**src/rtl/srff_arbiter.sv**
```systemverilog
// Round-robin arbiter that lets NREQ requesters share one SR flip-flop.
// Each transaction drives s or r for one cycle, checks q, re-drives up to
// MAX_RETRY times on a mismatch and then acks the requester (with fail set
// if q never reached the requested value). All outputs are registered.
module srff_arbiter #(
  parameter int NREQ      = 4,
  parameter int MAX_RETRY = 3,
  parameter int IDW       = $clog2(NREQ)
) (
  input  logic            clk,
  input  logic            rst,
  input  logic [NREQ-1:0] req,
  input  logic [NREQ-1:0] op,
  input  logic            q,
  output logic            s,
  output logic            r,
  output logic [NREQ-1:0] ack,
  output logic            fail,
  output logic            busy,
  output logic [IDW-1:0]  cur_id
);

  localparam int RW = (MAX_RETRY < 1) ? 1 : $clog2(MAX_RETRY + 1);

  typedef enum logic [1:0] {IDLE, DRIVE, CHECK, ACK} state_t;

  state_t          state, state_nxt;
  logic            op_lat, op_lat_nxt;
  logic [RW-1:0]   retry, retry_nxt;
  logic [IDW-1:0]  ptr, ptr_nxt, ptr_inc, base, win, idx;
  logic            found, q_ok, retry_left;
  logic            s_nxt, r_nxt, fail_nxt, busy_nxt;
  logic [NREQ-1:0] ack_nxt;
  logic [IDW-1:0]  cur_nxt;

  assign q_ok       = (q == op_lat);
  assign retry_left = (int'(retry) < MAX_RETRY);

  // Pointer value that takes effect once the current requester is acked.
  always_comb begin
    if (cur_id == IDW'(NREQ - 1)) ptr_inc = '0;
    else                          ptr_inc = cur_id + IDW'(1);
  end

  // Search origin: the grant out of ACK must already skip the requester just served.
  assign base = (state == ACK) ? ptr_inc : ptr;

  // Round-robin pick: first set req bit at or after base, wrapping at NREQ-1.
  always_comb begin
    found = 1'b0;
    win   = '0;
    idx   = '0;
    for (int i = NREQ - 1; i >= 0; i--) begin
      idx = IDW'((int'(base) + i) % NREQ);
      if (req[idx]) begin
        found = 1'b1;
        win   = idx;
      end
    end
  end

  // State and registered outputs; reset abandons any transaction in flight.
  always_ff @(posedge clk or negedge rst) begin
    if (!rst) begin
      state  <= IDLE;
      op_lat <= 1'b0;
      retry  <= '0;
      ptr    <= '0;
      s      <= 1'b0;
      r      <= 1'b0;
      ack    <= '0;
      fail   <= 1'b0;
      busy   <= 1'b0;
      cur_id <= '0;
    end else begin
      state  <= state_nxt;
      op_lat <= op_lat_nxt;
      retry  <= retry_nxt;
      ptr    <= ptr_nxt;
      s      <= s_nxt;
      r      <= r_nxt;
      ack    <= ack_nxt;
      fail   <= fail_nxt;
      busy   <= busy_nxt;
      cur_id <= cur_nxt;
    end
  end

  // Next-state logic. A request pending during ACK is granted on the ACK exit
  // edge so back-to-back transactions are three cycles apart; with nothing
  // pending the FSM drops to IDLE.
  always_comb begin
    state_nxt = state;
    case (state)
      IDLE:    if (found) state_nxt = DRIVE;
      DRIVE:   state_nxt = CHECK;
      CHECK:   state_nxt = (q_ok || !retry_left) ? ACK : DRIVE;
      ACK:     state_nxt = found ? DRIVE : IDLE;
      default: state_nxt = IDLE;
    endcase
  end

  // Output and datapath values for the coming cycle, derived from the next state.
  always_comb begin
    op_lat_nxt = op_lat;
    retry_nxt  = retry;
    ptr_nxt    = ptr;
    cur_nxt    = cur_id;
    s_nxt      = 1'b0;
    r_nxt      = 1'b0;
    ack_nxt    = '0;
    fail_nxt   = 1'b0;
    busy_nxt   = (state_nxt != IDLE);
    if ((state == IDLE || state == ACK) && found) begin
      cur_nxt    = win;
      op_lat_nxt = op[win];
      retry_nxt  = '0;
    end
    if (state == ACK) ptr_nxt = ptr_inc;
    if (state == CHECK && state_nxt == DRIVE) retry_nxt = retry + RW'(1);
    if (state == CHECK && state_nxt == ACK) begin
      ack_nxt[cur_id] = 1'b1;
      fail_nxt        = !q_ok;
    end
    // s and r are complements only in DRIVE, zero elsewhere, so never both high.
    if (state_nxt == DRIVE) begin
      s_nxt = op_lat_nxt;
      r_nxt = !op_lat_nxt;
    end
  end

endmodule

```
**config.mk**
```make
export PLATFORM = sky130hd
export DESIGN_NAME = srff_arbiter
export DESIGN_NICKNAME = d
export VERILOG_FILES = /design/src/rtl/srff_arbiter.sv
export SDC_FILE = /design/constraint.sdc
export NUM_CORES = 1
export LEC_CHECK = 0
export ABC_AREA = 1
export CAP_MARGIN = 20
export CORE_ASPECT_RATIO = 2
export CORE_UTILIZATION = 34
export DETAILED_ROUTE_END_ITERATION = 10
export SETUP_SLACK_MARGIN = 0.4
export SLEW_MARGIN = 20
export SYNTH_ARGS = -nofsm -noshare
export SYNTH_HDL_FRONTEND = slang
export SYNTH_SLANG_ARGS = --single-unit
export TNS_END_PERCENT = 30
```
**constraint.sdc**
```tcl
create_clock -name clk -period 2 [get_ports clk]
set_clock_uncertainty 0.2 [all_clocks]
set_input_delay 0.2 -clock clk [delete_from_list [all_inputs] [get_ports clk]]
set_output_delay 0.2 -clock clk [all_outputs]
set_load 0.05 [all_outputs]
```
==> results of run 1 <==
[state kept, by name, summed over array words and instances (netlist names)]
register,cells
ack,4
cur_id,2
ptr,2
retry,2
state,2
busy,1
fail,1
op_lat,1
r,1
s,1
[per-stage QoR]
stage / cells / worst slack, ns / utilization (%)
after floorplan: 165 / -0.288 / -
after detailed placement: 254 / -0.412 / 49.2
final: 266 / -0.335 / 55.1
after global routing: 266 / -0.462 / 55.1
after global placement: 254 / -0.351 / 49.2
after CTS: 265 / -0.324 / 54.5
[worst max-delay path by stage]
stage                            to  slack [ns]
6_report                r$_DFF_PN0_       -0.33
5_1_grt        retry[1]$_DFFE_PN0P_       -0.46
4_1_cts        retry[1]$_DFFE_PN0P_       -0.32
3_5_place_dp   retry[1]$_DFFE_PN0P_       -0.41
3_3_place_gp   retry[0]$_DFFE_PN0P_       -0.35
2_1_floorplan  retry[0]$_DFFE_PN0P_       -0.29
[cell type report]
class	instances	share of cell area [%]
Multi-Input combinational cell	118	43.9
Sequential cell	17	22.9
Timing Repair Buffer	49	21.4
Inverter	30	6.12
Tap cell	48	3.19
Clock buffer	3	2.19
Clock inverter	1	0.266
[metal layers]
layer,vias up,track usage [%],part of all wire (%)
met2,31,34.1,59
met5,-,0,0
met4,0,9.09,2.0
li1,604,-,-
met3,4,1.24,3.4
met1,546,16.1,35
[critical path, cell delays in order, from the launching register on]
cell and delay, ns:
dfrtp_4 0.52, ha_4 0.19, nor2_4 0.12, nand2_4 0.11, nand2_8 0.10, nand2_4 0.05
nand2_4 0.09, nand2_2 0.06, nand2_2 0.10, nand3_4 0.12, nor2_4 0.13, nand2_2 0.08
nand2_4 0.09, nor2_4 0.05, buf_4 0.12, nand2_1 0.05, inv_1 0.03
[timing repair]
action / in CTS / in global routing
gates cloned: 0 / 0
resized for setup: 31 / 4
pin swaps: 11 / 1
hold buffers: 0 / 0
buffers inserted: 7 / 1
endpoints found under the setup margin: 23 / 15
[cells in the final DEF (no fill, tap or decap), drive strengths merged]
cell type and n:
a21oi 2, and2 2, buf 31, clkbuf 3
clkdlybuf4s50 10, clkinv 1, dfrtp 17, dlygate4sd2 8
ha 9, inv 30, nand2 65, nand3 21
nor2 13, o21ai 4, or2 1, xnor2 1
[cell families (layout without fill, tap and decap cells)]
logic type	after synthesis	count (layout)	synth area share, %
flip-flops	17	17	34.6
buffers and inverters	30	83	9.15
adder cells (fa/ha/maj)	9	9	9.15
XOR/XNOR	1	1	0.712
AO/OA/AOI/OAI	6	6	2.44
AND/OR/NAND/NOR	102	102	44.0
==> impl_metrics.py, run 1 <==
metrics = {
    "clock_tree": {
        "clock_sinks": 17,
        "cts.reportedPaths.clkPinSlew_ns": 0.07,
        "worstSkewPairLatency_ns": 0.25,
        "htreeDepth": 1,
        "cts_tree": "done",
        "cts-root-buf": "clkbuf_8",
        "cts_buffers": 3,
        "cts_buffer_depth": 2,
    },
    "finish": {
        "fin_nets": 239,
        "num-fill-cells": 331,
        "syn_to_final_growth_pct": 52.8,
        "drive_above_1_share_pct": 41.7,
        "final_area_um2": 1880,
        "ff_latch_area_um2": 430,
        "multi_input_area_um2": 827,
        "antenna_cells": 0,
    },
    "sta": {
        "fin_crit_sh_pct": 117,
        "layout_setup_ws_ns": -0.335,
        "period_minus_slack_ns": 2.33,
        "slew_viol_final": 0,
        "relSlewSlack_pct": 67.6,
        "max_slew.worst_pin.slew_ns": 0.488,
        "hold_ws_ns": 0.0772,
        "finalSetupTns_ns": -3.95,
        "hold_viol_final": 0,
        "rsz0062_at_grt": "yes",
        "max_freq_mhz": 428,
        "setup_viol": 15,
    },
    "placement": {
        "globalplace.congestion": 0.910,
        "post_dp_cell_area_um2": 1680,
        "dp_hpwl_mm": 2.35,
        "io_buffer_count": 20,
    },
    "setup_path": {
        "r2r_cells": 16,
        "crit_path_max_fanout": 7,
        "cp-end-kind": "register",
        "timing.rr.end": "r$_DFF_PN0_",
        "arrival_ns": 2.28,
        "critPathLaunch": "cur_id[0]$_DFFE_PN0P_",
        "path_class": "reg -> reg",
        "start_kind": "register",
        "reg2reg_slack_ns": -0.33,
        "crit_required_ns": 1.95,
        "r2r-start": "cur_id[0]$_DFFE_PN0P_",
    },
    "status": {
        "violations": "setup timing",
        "status": "finished, violations left",
    },
    "route": {
        "route.antenna.remaining_nets": 0,
        "wl_per_cell_um": 11.1,
        "firstDrtPassIters": 4,
        "wl_mm": 2.94,
        "first_iter_violations": 8,
        "drc": 0,
        "viasPerCell": 4.45,
        "vias": 1185,
    },
    "synth": {
        "synthFlopType": "dfrtp_1",
        "synth_top_area_cell": "dfrtp_1",
        "postSynthAreaPerCell_um2": 7.46,
        "yosys_warnings": 0,
        "seq_area_frac_synth_pct": 34.6,
        "synth_common_cells": "nand2_1, inv_1, dfrtp_1, nand3_1, nand2_2",
        "syn-cell-area_um2": 1230,
        "ys_types": 19,
        "ys_ff_latch": 17,
        "synth_cells": 165,
        "synth_top_area_share_pct": 34.6,
        "synth_most_common_cell": "nand2_1",
        "synth_edf_count": 0,
        "yosys-top-cells-area": "dfrtp_1, nand2_1, ha_1",
        "syn-num-nets": 185,
        "synthArstFlopShare_pct": 100,
    },
    "grt": {
        "overflow": 0,
        "grt_pass1_vias": 1203,
        "grt_max_degree": 18,
        "antenna_found_initial": 0,
        "grt_usage_pct": 17.2,
        "grt_pass1_wl_mm": 4.93,
    },
    "die": {
        "rows": 30,
        "die_area_um2": 3880,
        "start_util_pct": 36.0,
        "core-area_um2": 3420,
        "die_h_um": 87.1,
        "die_w_um": 44.6,
        "pin_count": 21,
    },
    "worst_hold_path": {
        "hp-class": "in -> async",
    },
    "flow_run": {
        "drv_cap": 0,
    },
}
Power of run 1 is not shown: default switching activity piles up to over one toggle a cycle in this logic, so the estimate is an artifact.
==> run 2: changes to the inputs <==
- CTS_CLUSTER_SIZE: not set -> 8
==> results of run 2 <==
Final layout, timing and power as in run 1 (identical DEF).
Power of run 2 is left out for the same reason.
==> run 3: changes to the inputs <==
- CORE_MARGIN: not set -> 4
==> run 3 against run 2 <==
  * The flow still finishes with violations (setup timing)
  * Worst setup slack worse by 0.0043 ns
  * Utilization increased by 0.63 points
  * Wire length up 4.4%
  * Hold slack worse by 0.013 ns
  * Highest routed layer unchanged
  * Count of clock-buffer cells in the layout rose by 1
  * Final cell count shrank 0.75%
  * Critical path depth stayed put
  * Register-to-register slack hardly changed
  * Design area increased by 2.3%
  * Global-route usage down 3.1 points
  * Sequential share of layout area fell by 0.51 points
  * First-iteration DRC count grew to 3.9 times the previous value
==> impl_metrics.py, run 3 (synthesis results as in run 1) <==
metrics = {
    "setup_path": {
        "start_kind": "register",
        "r2r-start": "cur_id[0]$_DFFE_PN0P_",
        "reg2reg_slack_ns": -0.34,
        "crit_required_ns": 1.95,
        "cp_cell_sequence": "ha_4 -> nor2_4 -> nand2_4 -> nand2_8 -> nand2_4 -> and2_4 -> nor2_4 -> nand3_4 -> nor2_4 -> nand2_2 -> nand2_4 -> nor2_4 -> nand2_4 -> inv_2 -> nand2_1 -> nand2_1",
        "cp-end-kind": "register",
        "arrival_ns": 2.29,
        "r2r_cells": 16,
        "critical-path-slowest-cell": "dfrtp_4",
        "path_class": "reg -> reg",
        "timing.rr.end": "retry[1]$_DFFE_PN0P_",
        "crit_path_max_fanout": 7,
        "slowest_delay_ns": 0.52,
    },
    "clock_tree": {
        "clock_sinks": 17,
        "holdBufCountCts": 0,
        "cts_tree": "done",
        "cts_buffers": 3,
        "worstSkewPairLatency_ns": 0.25,
        "cts.reportedPaths.clkPinSlew_ns": 0.07,
        "cts_buffer_depth": 2,
        "htreeDepth": 1,
        "cts-root-buf": "clkbuf_8",
    },
    "die": {
        "die_w_um": 50.6,
        "pin_count": 21,
        "start_util_pct": 35.7,
        "die_area_um2": 4710,
        "die_h_um": 93.1,
        "core-area_um2": 3450,
        "rows": 30,
    },
    "placement": {
        "dp.cells": 253,
        "globalplace.congestion": 0.859,
        "dp_hpwl_mm": 2.29,
        "io_buffer_count": 20,
    },
    "route": {
        "wl_mm": 3.07,
        "viasPerCell": 4.59,
        "route.antenna.remaining_nets": 0,
        "wl_per_cell_um": 11.6,
        "first_iter_violations": 31,
        "firstDrtPassIters": 4,
        "vias": 1212,
        "drc": 0,
    },
    "sta": {
        "period_minus_slack_ns": 2.34,
        "max_slew.worst_pin.slew_ns": 0.487,
        "fin_crit_sh_pct": 117,
        "hold_viol_final": 0,
        "max_freq_mhz": 428,
        "slew_viol_final": 0,
        "layout_setup_ws_ns": -0.339,
        "rsz0062_at_grt": "yes",
        "setup_viol": 15,
        "relSlewSlack_pct": 67.6,
    },
    "finish": {
        "top_register": "ack",
        "syn_to_final_growth_pct": 56.3,
        "num-fill-cells": 339,
        "fin_cells": 264,
        "final_common_cell": "nand2_1",
        "largest_reg_flops": 4,
        "antenna_cells": 0,
        "layout_common_cells": "nand2_1, buf_4, inv_1, nand2_2, dfrtp_1",
        "fin_nets": 237,
        "drive_above_1_share_pct": 44.9,
    },
    "grt": {
        "grt_usage_pct": 14.1,
        "grt_pass1_vias": 1244,
        "grt_pass1_wl_mm": 5.06,
        "antenna_found_initial": 0,
        "overflow": 0,
        "grt_max_degree": 18,
    },
    "worst_hold_path": {
        "hp-class": "in -> async",
    },
    "flow_run": {
        "drv_cap": 0,
    },
    "status": {
        "violations": "setup timing",
        "status": "finished, violations left",
    },
}
run 3: what timing repair did:
action | CTS | global route
pin swaps | 14 | 12
gates resized for setup | 32 | 16
setup endpoints to repair | 23 | 15
setup buffers | 4 | 3
run 3: final cells by class:
| type | count | area, um^2 | area share, % |
|---|---|---|---|
| Tap cell | 48 | 60.1 | 3.12 |
| Multi-Input combinational cell | 118 | 880 | 45.7 |
| Sequential cell | 17 | 430 | 22.4 |
| Inverter | 30 | 118 | 6.11 |
| Timing Repair Buffer | 47 | 392 | 20.4 |
| Clock buffer | 4 | 45.0 | 2.34 |
run 3: worst max-delay path by stage:
stage	startpoint	endpoint	cells past startpoint
2_1_floorplan	cur_id[0]$_DFFE_PN0P_	retry[0]$_DFFE_PN0P_	17
4_1_cts	cur_id[0]$_DFFE_PN0P_	retry[1]$_DFFE_PN0P_	17
5_1_grt	cur_id[0]$_DFFE_PN0P_	retry[0]$_DFFE_PN0P_	17
3_5_place_dp	cur_id[0]$_DFFE_PN0P_	retry[1]$_DFFE_PN0P_	17
3_3_place_gp	cur_id[0]$_DFFE_PN0P_	retry[1]$_DFFE_PN0P_	17
6_report	cur_id[0]$_DFFE_PN0P_	retry[1]$_DFFE_PN0P_	16
run 3: layer usage:
layer	part of all wire [%]	vias to the layer above	global-route usage [%]
met5	0	-	0
met4	3.9	0	9.44
met3	4.0	9	1.75
met2	58	41	26.9
met1	34	556	13.3
li1	-	606	-
run 3: critical path: cells and delay by family, from the launching register on:
family / cells / cell delay, ns
flip-flops: 1 / 0.52
buffers and inverters: 1 / 0.04
adder cells (fa/ha/maj): 1 / 0.20
AND/OR/NAND/NOR: 14 / 1.28
run 3: per-stage QoR:
stage / util (%) / cell area, um^2 / worst slack, ns / hold WS, ns / TNS (ns)
detailed placement: 48.4 / 1670 / -0.397 / 0.316 / -4.55
finish: 55.7 / 1920 / -0.339 / 0.0642 / -3.92
global route: 55.7 / 1920 / -0.464 / 0.0959 / -5.98
CTS: 53.2 / 1840 / -0.290 / 0.0689 / -3.40
global placement: 48.4 / 1670 / -0.371 / 0.284 / -4.34
floorplan: - / 1270 / -0.288 / -0.296 / -2.81
Power of run 3 is left out for the same reason.
